[src/rtl/rotator_left_seq.sv]
// Sequential left rotator: accepts a word and amount, rotates over several cycles, then holds the result until taken.
// Optional macro ROTL_FAST_EN: rotate by two positions per cycle while at least two remain.
module rotator_left_seq #(
    parameter int unsigned WIDTH = 4,
    parameter int unsigned AMT_W = 2
) (
    input  logic             clk,
    input  logic             rst_n,
    input  logic             in_valid,
    output logic             in_ready,
    input  logic [WIDTH-1:0] data,
    input  logic [AMT_W-1:0] select,
    output logic             out_valid,
    input  logic             out_ready,
    output logic [WIDTH-1:0] out,
    output logic             busy
);

    typedef enum logic [1:0] {
        IDLE   = 2'd0,
        ROTATE = 2'd1,
        DONE   = 2'd2
    } state_t;

    state_t           state_q, state_d;
    logic [WIDTH-1:0] work_q, work_d;
    logic [AMT_W-1:0] cnt_q, cnt_d;
    logic             in_ready_q, out_valid_q, busy_q;

    function automatic logic [WIDTH-1:0] rotl1(input logic [WIDTH-1:0] w);
        return {w[WIDTH-2:0], w[WIDTH-1]};
    endfunction

    // State, working register and handshake flags; flags are decoded from the next state.
    always_ff @(posedge clk or negedge rst_n) begin
        if (!rst_n) begin
            state_q     <= IDLE;
            work_q      <= '0;
            cnt_q       <= '0;
            in_ready_q  <= 1'b1;
            out_valid_q <= 1'b0;
            busy_q      <= 1'b0;
        end else begin
            state_q     <= state_d;
            work_q      <= work_d;
            cnt_q       <= cnt_d;
            in_ready_q  <= (state_d == IDLE);
            out_valid_q <= (state_d == DONE);
            busy_q      <= (state_d != IDLE);
        end
    end

    // Next-state and datapath update.
    always_comb begin
        state_d = state_q;
        work_d  = work_q;
        cnt_d   = cnt_q;
        case (state_q)
            IDLE: begin
                if (in_valid) begin
                    work_d  = data;
                    cnt_d   = select;
                    state_d = (select != '0) ? ROTATE : DONE;
                end
            end
            ROTATE: begin
`ifdef ROTL_FAST_EN
                if (32'(cnt_q) >= 32'd2) begin
                    work_d = rotl1(rotl1(work_q));
                    cnt_d  = cnt_q - AMT_W'(2);
                end else begin
                    work_d = rotl1(work_q);
                    cnt_d  = cnt_q - AMT_W'(1);
                end
`else
                work_d = rotl1(work_q);
                cnt_d  = cnt_q - AMT_W'(1);
`endif
                if (cnt_d == '0) begin
                    state_d = DONE;
                end
            end
            DONE: begin
                if (out_ready) begin
                    state_d = IDLE;
                end
            end
            default: begin
                state_d = IDLE;
            end
        endcase
    end

    assign in_ready  = in_ready_q;
    assign out_valid = out_valid_q;
    assign busy      = busy_q;
    assign out       = work_q;

endmodule
[config.mk]
export PLATFORM = sky130hd
export DESIGN_NAME = rotator_left_seq
export DESIGN_NICKNAME = d
export VERILOG_FILES = /design/src/rtl/rotator_left_seq.sv
export SDC_FILE = /design/constraint.sdc
export NUM_CORES = 1
export LEC_CHECK = 0
export ABC_AREA = 0
export BUFFER_PORTS_ARGS = -buffer_cell sky130_fd_sc_hd__buf_2
export CORE_AREA = 2 2 39 41
export CTS_BUF_LIST = sky130_fd_sc_hd__clkbuf_4 sky130_fd_sc_hd__clkbuf_8 sky130_fd_sc_hd__clkbuf_16
export DETAILED_ROUTE_END_ITERATION = 10
export DIE_AREA = 0 0 41 43
export SYNTH_ARGS = -nofsm -noshare
export SYNTH_HDL_FRONTEND = slang
export SYNTH_SLANG_ARGS = --single-unit
export TNS_END_PERCENT = 50
[constraint.sdc]
create_clock -name clk -period 1.7 [get_ports clk]
set_clock_uncertainty 0.1 [all_clocks]
set_input_delay 0.34 -clock clk [delete_from_list [all_inputs] [get_ports clk]]
set_output_delay 0.34 -clock clk [all_outputs]
set_load 0.01 [all_outputs]
Word level (Yosys, flattened, before mapping) --
Index checks and enable logic that the tools add are counted.
Word-level totals: word-level logic and storage cells 27, register bits after elaboration 11, bits of input ports 10, output and inout port bits 7
Cells by class: add/sub/neg operators 1, reduce and logical (&&, ||, !) cells 7, eq/ne operators 4, mux-type cells 9
Operators by type and width (count):
- $mux 2 | 5
- $pmux 4 s2 | 1
- $logic_not 2->1 | 3
- $pmux 2 s3 | 1
- $reduce_bool 2->1 | 3
- $eq 2x2->1 const B | 2
- $mux 4 | 1
- $pmux 2 s2 | 1
- $eq 2x1->1 const B | 1
- $ne 2x2->1 const B | 1
- $reduce_and 2->1 | 1
- $sub 2x1->2 const B | 1

Depth between registers and ports, before layout --
Gate-level depths: netlist (run 1).
word-level depth 5, depth in mapped cells 4, mapped depth without buffers 4

Worst setup path after synthesis (run 1) --
Ideal clock, no wire load.
path type reg-to-reg, from register state_q[1], to register out_valid_q, in the netlist out_valid, buffers on the path 0, library setup time 0.076 ns, clock period less this slack 1.145 ns, arrival time 0.969 ns, stages on the path, launching flop included 4, data required time 1.524 ns, slack 0.555 ns, cells stage by stage dfrtp_1 > nand2b_4 > o32a_1 > o21ai_1
Between the ends: longest elaborated chain between the ends 3, elaborated cells on any way between the ends 8, classes of those cells 3 x eq/ne; 4 x mux; 1 x reduce/logical
RTL lines:
- start: declaration | line 25 | state_t state_q, state_d;
- start signal: assignment | line 44 | state_q <= state_d;
- $eq 2x2->1 (tied with other cells) | line 58 | case (state_q)
- $pmux 2 s3 (*) | line 58
- $eq 2x2->1 (*) | line 48 | out_valid_q <= (state_d == DONE);
- end signal: assignment | line 48
- end: declaration | line 28 | logic in_ready_q, out_valid_q, busy_q;
Every way passes the cells marked *; elsewhere a longest branch is shown, timed or not. A chain may end at the register's enable or synchronous reset.

Worst setup path after layout (run 1) --
from register in_ready_q, in the netlist in_ready, to output in_ready
RTL lines:
- start: declaration | line 28
- start signal: assignment | line 47 | in_ready_q <= (state_d == IDLE);
- end: declaration | line 10 | output logic in_ready,
No word-level cell between the ends.

==> results of run 1 <==
-- flip-flops by register name, indices dropped and copies added, names as in the netlist --
name       count
in_ready       1
out_valid      1
cnt_q          2
out            4
state_q        2
busy           1
-- cells in the final DEF, fill, tap and decap left out, types with 2 or more instances in the layout --
master    synthesis  layout
buf_2             0      16
o22ai_1          11      11
dfrtp_1          10      10
a21oi_1           6       6
clkbuf_4          0       4
inv_2             2       2
o21ai_1           2       2
o21ai_0           2       2
nor2_1            2       2
-- per-stage QoR --
| stage | power, mW | instance area (µm²) | hold WS [ps] | util |
|---|---|---|---|---|
| 2_1_floorplan | 0.7985 | 506.7 | -55.59 | - |
| 3_3_place_gp | 0.9497 | 599.3 | 118.6 | 0.4331 |
| 3_5_place_dp | 0.9606 | 599.3 | 123.9 | 0.4331 |
| 4_1_cts | 1.167 | 639.4 | 287.2 | 0.4620 |
| 5_1_grt | 1.262 | 639.4 | 305.3 | 0.4620 |
| 6_report | 1.151 | 639.4 | 292.1 | 0.4620 |
-- power by group through the flow --
stage,logic [mW],clock network (mW),registers (mW)
2_1_floorplan,0.278,0,0.521
3_3_place_gp,0.451,0,0.499
3_5_place_dp,0.461,0,0.499
4_1_cts,0.469,0.203,0.496
5_1_grt,0.525,0.217,0.520
6_report,0.460,0.195,0.496
-- worst max path at each step --
stage	end	depth (start not counted)
floorplan	out_valid$_DFF_PN0_	3
global placement	out_valid$_DFF_PN0_	4
detailed placement	out_valid$_DFF_PN0_	4
CTS	in_ready	1
global route	in_ready	1
finish	in_ready	1
-- per-layer routing --
metal / global-route usage / routed length [µm] / share of wire / vias up
li1: - / - / - / 222
met1: 0.2308 / 516 / 0.46 / 213
met2: 0.2250 / 514 / 0.46 / 17
met3: 0.03141 / 68 / 0.061 / 2
met4: 0.08000 / 13 / 0.012 / 0
met5: 0 / 0 / 0 / -
-- cell type report --
class / count / area [µm²] / share of cell area
flip-flops and latches: 11 / 276.5 / 0.4325
multi-input cells: 32 / 211.5 / 0.3307
repair buffers: 17 / 90.09 / 0.1409
clock buffers: 4 / 30.03 / 0.04697
well taps: 16 / 20.02 / 0.03131
inverters: 3 / 11.26 / 0.01761
-- logic make-up after synthesis --
family                     Yosys count
and+or+nand+nor                      6
muxes                                2
adders and majority gates            1
buffers and inverters                4
DFF                                 11
AOI/OAI and AO/OA                   23
==> out/results.txt, run 1 <==
Max FO, Critical Path = 1
post-CTS setup buffers = 0
CP startpoint kind = register
Hold Path Cell Cnt = 3
CP required = 1260 ps
ratio of cells with drive above 1 in the final layout = 0.3731
WP data arrival = 900 ps
clock share of power = 0.169
die width = 41 µm
post-route setup slack = 362.4 ps
CP max stage delay = 510 ps
r2r startpoint = state_q[1]$_DFF_PN0_
yosys warns = 0
Worst R2R Setup Slack = 440 ps
hold buffer count at cts = 1
synthesis-to-layout area growth = 26.17%
largest net degree at the start of global routing = 12
#FFs+latches synth = 11
syn_nets = 58
detailed-placement wirelength estimate = 789.1 µm
TritonCTS clock tree = done
Core Rows = 14
CP Capture Type = output pin
CTS sink count = 11
RePlAce Congestion = 0.7946
FMAX = 747.6 MHz
Max Slew Vio Count = 0
die area = 1763 µm²
Async S/R FF share, synth = 1.000
number of fill cells in the layout = 129
slowest CP cell = dfstp_2
dpl ws = 460.8 ps
count of endpoints failing setup in the final report = 0
Hold Violations, Final = 0
FF-to-FF End = state_q[1]$_DFF_PN0_
Antenna Cells = 0
complex-gate fraction of the synthesized area = 0.2691
clock buffer count from CTS = 3
RSZ-0062 raised after global routing = no
cell internal pwr = 0.7070 mW
Bufs and invs on worst path = 1
core region area = 1384 µm²
Total Wirelength = 1.111 mm
sequential share of power = 0.431
DR vias = 454
Overflow after GRT = 0
Area contributors post-synth = dfrtp_1 49%, o22ai_1 14%, a21oi_1 5.9%, dfstp_2 5.2%, nand2b_4 2.7%
Post-Place Cells = 78
Worst-Margin Slew = 247.9 ps
Synth top cells by count = 11 x o22ai_1, 10 x dfrtp_1, 6 x a21oi_1
mean post-synth cell area = 10.78 µm²
nets = 79
Initial Util = 0.3662
H-tree depth = 1
crit path kind = register to output pin
Finished Layout Cells = 83
largest family of logic cells by synthesized area = compound AO/OA/AOI/OAI gates
library cells used by synthesis = 19
total power per unit cell area = 1800 nW/µm²
Post-synth EDFFs = 0
Die Y = 43 µm
R2R cell count = 3
Net Sw Frac = 0.3858
largest area contributor in the netlist = dfrtp_1
Yosys top cell area share = 0.4938
Final period util = 0.7868
via count of the first global-routing pass = 432
Seq/Total Area, Yosys = 0.5457
Static Leak = 0.2858 nW
Setup TNS Final = 0 ps
Tot GR Track Use = 0.1616
mux share of post-synthesis cell area = 0.04198
Synth Area in Adders = 0.02469
Final min period = 1338 ps
Simple-Gate Fraction of Synth Area = 0.08148
Comb pwr share = 0.400
top_reg_cell synth = dfrtp_1
DR iter-0 viols = 14
WL/cell = 13.39 µm
Synth Area in XOR/XNOR = 0
hold_sp = data[3]
port buffer count = 16
worst setup path start = in_ready$_DFF_PN1_
Max Cap Viol = 0
CTS Buffer Depth = 2
CTS clk-pin slew, worst paths = 70 ps
via/cell ratio = 5.470
Synth Instances = 47
top-count cell post-synth = o22ai_1
Clock Latency Late Sink = 270 ps
Mapped Area = 506.7 µm²
Worst VDD drop = 0.6954 mV
clk root buf = clkbuf_4
first-pass GRT wire length = 1.890 mm
status = finished clean
Worst Hold End = out[3]$_DFFE_PN0P_
DR DRC count = 0
Cell Chain, Critical Path = buf_2
Hold/Removal Path Class = primary input to register
post-cts sizing count = 0
antenna violations before repair = 0
P_sw = 0.4441 mW
Slew headroom = 0.8347
Post-DRT Antenna Nets = 0
Pre-antenna DRT Iters = 4
I/O pins = 17
CP top delay family = flip-flops
No activity file was read; power rests on OpenSTA's default activity.
==> inputs of run 2 (changes only) <==
--- a/config.mk
+++ b/config.mk
@@ -5,12 +5,13 @@
 export SDC_FILE = /design/constraint.sdc
 export NUM_CORES = 1
 export LEC_CHECK = 0
-export ABC_AREA = 0
+export ABC_AREA = 1
 export BUFFER_PORTS_ARGS = -buffer_cell sky130_fd_sc_hd__buf_2
 export CORE_AREA = 2 2 39 41
 export CTS_BUF_LIST = sky130_fd_sc_hd__clkbuf_4 sky130_fd_sc_hd__clkbuf_8 sky130_fd_sc_hd__clkbuf_16
 export DETAILED_ROUTE_END_ITERATION = 10
 export DIE_AREA = 0 0 41 43
+export PLACE_DENSITY = 0.68
 export SYNTH_ARGS = -nofsm -noshare
 export SYNTH_HDL_FRONTEND = slang
 export SYNTH_SLANG_ARGS = --single-unit
==> constraint.sdc (replaced) <==
create_clock -name clk -period 1.4 [get_ports clk]
set_clock_uncertainty 0.1 [all_clocks]
set_input_delay 0.28 -clock clk [delete_from_list [all_inputs] [get_ports clk]]
set_output_delay 0.28 -clock clk [all_outputs]
set_load 0.01 [all_outputs]
==> run 2 against run 1 <==
Effect of this change:
- hold slack lost 87 ps
- clock power grew 21%
- combinational power grew 66%
- synthesized area grew 13%
- die area is the same
- wire length shrank 2.2%
- clock-buffer cell count is the same
- register-to-register slack lost 290 ps
- critical path type unchanged
- largest power group is now combinational cells
- highest routed layer unchanged
==> out/results.txt, run 2 <==
status = finished clean (unchanged)
Final min period = 1270 ps
#FFs+latches synth = 11 (unchanged)
crit path kind = register to output pin (unchanged)
CP max stage delay = 510 ps (about the same)
Simple-Gate Fraction of Synth Area = 0.3392 (was 0.08148)
mux share of post-synthesis cell area = 0 (was 0.04198)
Clock Latency Late Sink = 260 ps (was 270 ps)
Synth Area in Adders = 0.02188 (was 0.02469)
Initial Util = 0.4132 (was 0.3662)
library cells used by synthesis = 15 (was 19)
Max Slew Vio Count = 0 (unchanged)
Total Wirelength = 1.087 mm (was 1.111 mm)
R2R cell count = 4 (was 3)
CP top delay family = flip-flops (unchanged)
antenna violations before repair = 0 (unchanged)
detailed-placement wirelength estimate = 837.5 µm (was 789.1 µm)
total power per unit cell area = 2315 nW/µm² (was 1800 nW/µm²)
Finished Layout Cells = 107 (was 83)
Pre-antenna DRT Iters = 4 (unchanged)
Tot GR Track Use = 0.1589 (was 0.1616)
nets = 103 (was 79)
total chip power = 1.622 mW (was 1.151 mW)
Hold Violations, Final = 0 (unchanged)
Static Leak = 0.4108 nW (was 0.2858 nW)
die area = 1763 µm² (unchanged)
first-pass GRT wire length = 1.842 mm (was 1.890 mm)
Area contributors post-synth = dfrtp_1 44%, nand2_1 18%, nand3_1 7.9%, dfstp_2 4.6%, inv_1 3.3% (was dfrtp_1 49%, o22ai_1 14%, a21oi_1 5.9%, dfstp_2 5.2%, nand2b_4 2.7%)
synthesis-to-layout area growth = 22.54% (was 26.17%)
largest family of logic cells by synthesized area = simple AND/OR/NAND/NOR gates (was compound AO/OA/AOI/OAI gates)
WL/cell = 10.16 µm (was 13.39 µm)
via count of the first global-routing pass = 473 (was 432)
Core Rows = 14 (unchanged)
Synth Area in XOR/XNOR = 0 (unchanged)
slowest CP cell = dfstp_2 (unchanged)
DR iter-0 viols = 8 (was 14)
complex-gate fraction of the synthesized area = 0.07659 (was 0.2691)
RSZ-0062 raised after global routing = no (unchanged)
FF-to-FF End = out[2]$_DFFE_PN0P_ (was state_q[1]$_DFF_PN0_)
Overflow after GRT = 0 (unchanged)
number of flip-flops in the largest register = 4 (unchanged)
CTS Buffer Depth = 2 (unchanged)
largest net degree at the start of global routing = 12 (unchanged)
clock buffer count from CTS = 3 (unchanged)
die width = 41 µm (unchanged)
CP Capture Point = in_ready (unchanged)
DR vias = 492 (was 454)
Seq/Total Area, Yosys = 0.4836 (was 0.5457)
Core Util, Final = 0.5063 (was 0.4620)
post-cts sizing count = 0 (unchanged)
Synth Instances = 71 (was 47)
Async S/R FF share, synth = 1.000 (unchanged)
r2r startpoint = state_q[0]$_DFF_PN0_ (was state_q[1]$_DFF_PN0_)
Post-Place Cells = 102 (was 78)
worst setup path start = in_ready$_DFF_PN1_ (unchanged)
syn_nets = 82 (was 58)
commonest non-fill, non-tap cell in the layout = nand2_1 (was buf_2)
port buffer count = 16 (unchanged)
hold buffer count at cts = 1 (unchanged)
Antenna Cells = 0 (unchanged)
Slew headroom = 0.7108 (was 0.8347)
post-CTS setup buffers = 0 (unchanged)
Synth top cells by count = 28 x nand2_1, 10 x dfrtp_1, 9 x nand3_1, 5 x inv_1, 4 x inv_2 (was 11 x o22ai_1, 10 x dfrtp_1, 6 x a21oi_1)
largest area contributor in the netlist = dfrtp_1 (unchanged)
Yosys top cell area share = 0.4376 (was 0.4938)
CTS clk-pin slew, worst paths = 70 ps (about the same)
DR DRC count = 0 (unchanged)
Worst R2R Setup Slack = 150 ps (was 440 ps)
Post-DRT Antenna Nets = 0 (unchanged)
CP required = 1020 ps (was 1260 ps)
clk root buf = clkbuf_4 (unchanged)
count of endpoints failing setup in the final report = 0 (unchanged)
RePlAce Congestion = 0.7703 (was 0.7946)
Max FO, Critical Path = 1 (unchanged)
Bufs and invs on worst path = 1 (unchanged)
core region area = 1384 µm² (unchanged)
Post-synth EDFFs = 0 (unchanged)
mean post-synth cell area = 8.053 µm² (was 10.78 µm²)
Final period util = 0.9069
Max Cap Viol = 0 (unchanged)
Worst-Margin Slew = 433.8 ps (was 247.9 ps)
H-tree depth = 1 (unchanged)
top_reg_cell synth = dfrtp_1 (unchanged)
top-count cell post-synth = nand2_1 (was o22ai_1)
Hold/Removal Path Class = primary input to register (unchanged)
TritonCTS clock tree = done (unchanged)
Crit path depth = 1 (unchanged)
I/O pins = 17 (unchanged)
most frequent cells in the layout = 28 x nand2_1, 16 x buf_2, 10 x dfrtp_1 (was 16 x buf_2, 11 x o22ai_1, 10 x dfrtp_1)
CTS sink count = 11 (unchanged)
CP Capture Type = output pin (unchanged)
Mapped Area = 571.8 µm² (was 506.7 µm²)
yosys warns = 0 (unchanged)
FMAX = 787.7 MHz
via/cell ratio = 4.598 (was 5.470)
Setup TNS Final = 0 ps (unchanged)
Die Y = 43 µm (unchanged)
Worst VDD drop = 1.025 mV (was 0.6954 mV)
WP data arrival = 890 ps (was 900 ps)
ratio of cells with drive above 1 in the final layout = 0.3297 (was 0.3731)
Cell Chain, Critical Path = buf_2 (unchanged)
CP startpoint kind = register (unchanged)
-- run 2: per-layer routing --
| layer | GRT usage | part of all wire |
|---|---|---|
| met3 | 0.04712 | 0.040 |
| met1 | 0.1818 | 0.46 |
| met2 | 0.2438 | 0.48 |
| met4 | 0.1000 | 0.013 |
| met5 | 0 | 0 |
-- run 2: logic make-up after synthesis --
logic type      Yosys count
flops                    11
simple gates             44
compound gates            5
fa+ha+maj                 1
buf+inv                  10
-- run 2: worst min path at each step --
stage          startpoint                 end  slack (ps)  cells past startpoint
2_1_floorplan       rst_n      busy$_DFF_PN0_        -120                      0
4_1_cts           data[0]  out[0]$_DFFE_PN0P_         200                      5
6_report          data[0]  out[0]$_DFFE_PN0P_         200                      5
3_3_place_gp        rst_n  out[3]$_DFFE_PN0P_          60                      1
5_1_grt           data[1]  out[1]$_DFFE_PN0P_         210                      5
3_5_place_dp        rst_n  out[3]$_DFFE_PN0P_          60                      1
-- run 2: through the flow --
| step | area, µm² | setup WS (ps) | hold slack [ps] |
|---|---|---|---|
| floorplan | 571.8 | 292.7 | -115.6 |
| global placement | 660.6 | 187.6 | 61.67 |
| detailed placement | 660.6 | 147.3 | 64.97 |
| CTS | 700.7 | 124.8 | 198.2 |
| global route | 700.7 | 91.65 | 208.2 |
| finish | 700.7 | 130.4 | 204.8 |
-- run 2: power by group --
part | internal, mW | total, mW | leakage [nW] | switching [mW]
Sequential | 0.487 | 0.622 | 0.135 | 0.135
Clock | 0.129 | 0.235 | 0.0184 | 0.106
Combinational | 0.301 | 0.765 | 0.257 | 0.464
Total | 0.918 | 1.62 | 0.411 | 0.704
-- run 2: final cells by class --
type / instances / area [µm²]
well taps: 16 / 20.02
clock buffers: 4 / 30.03
multi-input cells: 50 / 250.2
flip-flops and latches: 11 / 276.5
fillers: 151 / 683.2
inverters: 9 / 33.78
repair buffers: 17 / 90.09
